<file path="config.mk">
export PLATFORM = sky130hd
export DESIGN_NAME = rx_pixel_packer
export DESIGN_NICKNAME = d
export VERILOG_FILES = /design/src/rtl/rx_pixel_packer.sv
export SDC_FILE = /design/constraint.sdc
export NUM_CORES = 1
export LEC_CHECK = 0
export BUFFER_PORTS_ARGS = -buffer_cell sky130_fd_sc_hd__buf_2
export CORE_MARGIN = 4
export CORE_UTILIZATION = 45
export CTS_BUF_LIST = sky130_fd_sc_hd__clkbuf_16
export CTS_CLUSTER_SIZE = 25
export DETAILED_ROUTE_END_ITERATION = 6
export PLACE_DENSITY_LB_ADDON = 0.25
export SKIP_CTS_REPAIR_TIMING = 1
export SLEW_MARGIN = 20
export SYNTH_ARGS = -nofsm -noshare
export SYNTH_HDL_FRONTEND = slang
export SYNTH_SLANG_ARGS = --single-unit
</file>
<file path="constraint.sdc">
create_clock -name O_CLK -period 5.8 [get_ports O_CLK]
set_clock_uncertainty 0.2 [all_clocks]
set_input_delay 0.29 -clock O_CLK [delete_from_list [all_inputs] [get_ports O_CLK]]
set_output_delay 0.29 -clock O_CLK [all_outputs]
set_load 0.02 [all_outputs]
</file>
<file path="src/rtl/rx_pixel_packer.sv">
// Thresholds visible pixels to one bit each and packs them MSB-first into bytes
// for the frame-buffer BRAM, generating line/byte addresses without a multiplier.
module rx_pixel_packer #(
    parameter int BYTES_PER_LINE = 72,
    parameter int DEPTH          = 16384,
    parameter int ADDR_W         = 14
) (
    input  logic              O_CLK,
    input  logic              RESET,
    input  logic              ENABLE,
    input  logic              FRAME_START,
    input  logic              LINE_START,
    input  logic              O_VISIBLE,
    input  logic [9:0]        VIDEO,
    input  logic [9:0]        THRESHOLD,
    output logic [7:0]        BRAM_DIN,
    output logic [ADDR_W-1:0] BRAM_ADDR,
    output logic              BRAM_WE,
    output logic              OVERFLOW
);

    localparam int BI_W = $clog2(BYTES_PER_LINE + 1);
    localparam logic [ADDR_W:0] BPL_A   = (ADDR_W+1)'(BYTES_PER_LINE);
    localparam logic [ADDR_W:0] DEPTH_A = (ADDR_W+1)'(DEPTH);
    localparam logic [BI_W-1:0] BPL_I   = BI_W'(BYTES_PER_LINE);

    logic [7:0]      shreg;
    logic [2:0]      cnt;
    logic [BI_W-1:0] byte_idx;
    logic [ADDR_W:0] line_addr;
    logic [ADDR_W:0] next_base;
    logic            vis_d;

    logic            pix_bit;
    logic            sample;
    logic            full;
    logic            flush;
    logic            emit;
    logic [7:0]      emit_byte;
    logic [ADDR_W:0] wr_addr;
    logic            in_bounds;

    // A flushed partial byte keeps its first pixel in bit 7.
    function automatic logic [7:0] left_align(input logic [7:0] bits, input logic [2:0] k);
        return bits << (4'd8 - {1'b0, k});
    endfunction

    function automatic logic [BI_W-1:0] sat_inc(input logic [BI_W-1:0] idx);
        return (idx >= BPL_I) ? BPL_I : idx + BI_W'(1);
    endfunction

    always_comb begin
        pix_bit   = (VIDEO >= THRESHOLD);
        sample    = ENABLE & O_VISIBLE;
        full      = sample & (cnt == 3'd7);
        flush     = ENABLE & vis_d & ~O_VISIBLE & (cnt != 3'd0);
        // Start pulses win over any byte completing in the same cycle.
        emit      = ~(FRAME_START | LINE_START) & (full | flush);
        emit_byte = full ? {shreg[6:0], pix_bit} : left_align(shreg, cnt);
        wr_addr   = line_addr + (ADDR_W+1)'(byte_idx);
        in_bounds = (byte_idx < BPL_I) && (wr_addr < DEPTH_A);
    end

    always_ff @(posedge O_CLK) begin
        if (RESET) begin
            BRAM_DIN  <= '0;
            BRAM_ADDR <= '0;
            BRAM_WE   <= 1'b0;
            OVERFLOW  <= 1'b0;
            shreg     <= '0;
            cnt       <= '0;
            byte_idx  <= '0;
            line_addr <= '0;
            next_base <= '0;
            vis_d     <= 1'b0;
        end else begin
            BRAM_WE <= 1'b0;
            vis_d   <= sample;
            if (FRAME_START) begin
                line_addr <= '0;
                next_base <= BPL_A;
                byte_idx  <= '0;
                OVERFLOW  <= 1'b0;
                shreg     <= '0;
                cnt       <= '0;
            end else if (LINE_START) begin
                line_addr <= next_base;
                next_base <= next_base + BPL_A;
                byte_idx  <= '0;
                shreg     <= '0;
                cnt       <= '0;
            end else if (emit) begin
                byte_idx <= sat_inc(byte_idx);
                shreg    <= '0;
                cnt      <= '0;
                if (in_bounds) begin
                    BRAM_WE   <= 1'b1;
                    BRAM_DIN  <= emit_byte;
                    BRAM_ADDR <= wr_addr[ADDR_W-1:0];
                end else begin
                    OVERFLOW <= 1'b1;
                end
            end else if (sample) begin
                shreg <= {shreg[6:0], pix_bit};
                cnt   <= cnt + 3'd1;
            end
        end
    end

endmodule
</file>
==> flow_summary_export.csv <==
group,metric,value,unit
worst_setup_path,r2r_start,"cnt[0]",
routing,ant_nets,0,
sta,tns,0,ns
worst_hold_path,hold_path.class,"in -> reg",
cts,cts.sinks,67,
floorplan,die_w,96.88,microns
global_route,grt-ovfl-total,0,
sta,hold_viol,0,
routing,totalWireLength,7363,microns
worst_setup_path,cp_max_fo,37,
power_and_ir_drop,p_seq_share,47.7,%
synthesis,ys_warn_count,0,
global_route,grt_antenna_before_repair,0,
power_and_ir_drop,p_per_area,240.3,nW/um^2
synthesis,synthXorXnorAreaFrac,5.174,%
worst_setup_path,cp_num_buf_inv,0,
global_route,grtUsageTotal,16.07,%
worst_setup_path,crit_top_cell,"ha_1",
cts,clk_latency,0.32,ns
floorplan,die_h,96.88,microns
synthesis,synthSimpleGateAreaFrac,18.09,%
sta,rsz0062_at_grt,"no",
synthesis,ys_seq_elements,67,
run_status,outcome,"finished, final reports clean",
routing,post_drt_wl_per_cell,13.46,microns
cells_and_area,seq_area,1341,sq um
worst_setup_path,crit_start,"cnt[0]",
synthesis,synth_top_family_by_area,"simple AND/OR/NAND/NOR gates",
sta,slew_headroom,52.35,%
placement,dp_hpwl,5345,microns
flow_run,drv_cap,0,
worst_setup_path,reg2reg_setup_slack,2.73,ns
worst_setup_path,critPathLaunchType,"flop",
synthesis,netlist_area,3555,sq um
synthesis,synth_cells,401,
global_route,grt_pass1_vias,2640,
synthesis,syn_nets,449,
cts,cts_tree,"done",
cells_and_area,drive_gt1_share,19.33,%
power_and_ir_drop,irDropWorstVdd,0.0001932,V
worst_setup_path,critPathKind,"reg -> reg",
cts,cts.htree.levels,3,
sta,fin_crit_sh,53.00,%
power_and_ir_drop,p_leak,1.622,nW
cells_and_area,syn2layout_area_growth,14.64,%
cells_and_area,fill_cells,748,
synthesis,syn_area_per_cell,8.864,sq um
power_and_ir_drop,p_clk_share,47.0,%
worst_setup_path,crit_slowest_cell,"dfxtp_1",
worst_setup_path,worst_ep_arrival_time,3.05,ns
floorplan,ios,50,
floorplan,design.die.area,9385,sq um
power_and_ir_drop,p_int,0.7644,mW
power_and_ir_drop,switching_share,21.95,%
routing,drt_first_iter_violations,110,
synthesis,synth_adder_area_share,7.955,%
global_route,grt_pass1_wl,12530,microns
cts,cts-root-buf,"clkbuf_16",
sta,period_minus_slack,3.074,ns
cells_and_area,nets,489,
routing,viasPerCell,5.121,
floorplan,rows,32,
cells_and_area,multi_input_area,2023,sq um
routing,post-route-drc-count,0,
placement,globalplace.congestion,0.8670,
placement,io_buffers,49,
worst_hold_path,hold_path_startpoint,"FRAME_START",
worst_setup_path,cp-end-kind,"flop",
sta,fmax,325.3,MHz
sta,whs,0.06935,ns
floorplan,start_util,46.24,%
synthesis,ys.flop_type,"dfxtp_1",
synthesis,seq_area_frac_synth,37.73,%
cts,clockBufferDepth,2,
sta,worstMarginPinSlew,0.7148,ns
cts,clk_pin_slew_worst_paths,0.05,ns
floorplan,core,7687,sq um
sta,setup_violations,0,
sta,final_max_slew_viol_count,0,
synthesis,synth_mux_area_share,8.905,%
cells_and_area,insertedDiodeCount,0,
cts,cts_buffers,9,
worst_setup_path,path_cells,"ha_1 > ha_1 > and3_1 > o211a_1 > o21ai_2 > nor2_8 > mux2i_1 > nor2_1",
power_and_ir_drop,power_switching,0.2150,mW
synthesis,synth_edf_count,0,
synthesis,async_flop_share,0,%
worst_setup_path,critPathRequiredTime,5.78,ns
power_and_ir_drop,pwr-share-comb,5.3,%
worst_setup_path,max_stage_delay,0.60,ns
worst_setup_path,cp_top_family,"simple AND/OR/NAND/NOR gates",
routing,vias,2801,
global_route,grt_max_degree,38,
synthesis,yosys.cell_types.count,51,
routing,dr.pass1.iters,4,
synthesis,synth_compound_area_share,16.79,%
==> Yosys cell counts (2+ instances only) <==
| cell | instances | share of area (%) |
|---|---|---|
| nand4_1 | 4 | 0.70 |
| mux2_2 | 5 | 1.6 |
| o21ai_0 | 11 | 1.5 |
| nor3_1 | 3 | 0.42 |
| and4_1 | 2 | 0.49 |
| buf_2 | 4 | 0.56 |
| xor2_1 | 13 | 3.2 |
| o21a_1 | 3 | 0.63 |
| nor2b_1 | 4 | 0.70 |
| o211a_1 | 2 | 0.56 |
| ha_1 | 21 | 7.4 |
| and3_1 | 5 | 0.88 |
| a211oi_2 | 15 | 5.3 |
| dfxtp_1 | 67 | 38 |
| nand3_1 | 9 | 1.3 |
| a21oi_1 | 25 | 3.5 |
| xnor2_1 | 8 | 2.0 |
| clkbuf_1 | 11 | 1.2 |
| a21o_1 | 3 | 0.63 |
| nor2_1 | 60 | 6.3 |
| nand2_1 | 42 | 4.4 |
| a22oi_1 | 6 | 1.3 |
| or3_1 | 3 | 0.53 |
| inv_1 | 23 | 2.4 |
| mux2i_1 | 26 | 7.3 |
==> cells by family (layout without fill, tap and decap cells) <==
| logic type | after synthesis | count (layout) |
|---|---|---|
| DFF | 67 | 67 |
| xor gates and xnor gates | 21 | 21 |
| buffers and inverters | 43 | 87 |
| adders and majority gates | 22 | 22 |
| muxes | 31 | 31 |
| and+or+nand+nor | 141 | 141 |
| AOI/OAI and AO/OA | 76 | 76 |
==> power by group through the flow <==
stage,sequential (mW),clock [mW],combinational [mW]
floorplan,0.476,0,0.0367
global placement,0.476,0,0.0505
global route,0.467,0.490,0.0598
finish,0.467,0.461,0.0520
detailed placement,0.476,0,0.0522
CTS,0.467,0.470,0.0526
==> per-layer routing <==
metal / GRT usage [%] / up-vias / part of all wire (%)
met5: 0 / - / 0
met4: 4.320 / 0 / 1.2
met3: 4.975 / 9 / 4.2
met2: 26.11 / 46 / 47
met1: 20.65 / 1289 / 48
li1: - / 1457 / -
==> state kept, by name, indices dropped and copies added, names as in the netlist, 3 cells and up <==
| signal | count |
|---|---|
| line_addr | 12 |
| BRAM_ADDR | 14 |
| BRAM_DIN | 8 |
| cnt | 3 |
| next_base | 12 |
| shreg | 8 |
| byte_idx | 7 |
==> tightest hold or removal path: cells and delay by family <==
kind / cells / cell delay, ns
buffers and inverters: 1 / 0.14
and+or+nand+nor: 2 / 0.13
==> final timing paths <==
check / to / cells after the start
hold reg to reg: shreg[7] / 2
hold / removal: next_base[3] / 3
setup / recovery: BRAM_ADDR[3] / 8
setup reg to reg: BRAM_ADDR[3] / 8
==> area by class of cell <==
| cell class | instances | area share, % |
|---|---|---|
| Inverter | 23 | 2.119 |
| Timing Repair Buffer | 49 | 6.018 |
| Sequential cell | 67 | 32.91 |
| Multi-Input combinational cell | 291 | 49.65 |
| Clock buffer | 9 | 5.527 |
| Clock inverter | 6 | 0.6448 |
| Tap cell | 102 | 3.132 |
==> metrics by stage <==
stage	cell area (sq um)	std cells	util [%]	power [mW]	worst slack, ns
floorplan	3555	401	-	0.5122	3.484
global placement	3824	532	49.74	0.5268	2.840
detailed placement	3824	532	49.74	0.5287	2.738
CTS	4075	547	53.01	0.9892	2.727
global route	4075	547	53.01	1.016	2.420
finish	4075	547	53.01	0.9794	2.726
==> layout by cell type (no fill, tap or decap), types with 4 or more instances in the layout <==
cell,Yosys,final
a211oi_2,15,15
a21oi_1,25,25
a22oi_1,6,6
and3_1,5,5
buf_2,4,49
clkbuf_16,0,9
dfxtp_1,67,67
ha_1,21,21
inv_1,23,25
mux2_2,5,5
mux2i_1,26,26
nand2_1,42,42
nand3_1,9,9
nand4_1,4,4
nor2_1,60,60
nor2b_1,4,4
o21ai_0,11,11
xnor2_1,8,8
xor2_1,13,13
No activity file was read; power rests on OpenSTA's default activity.
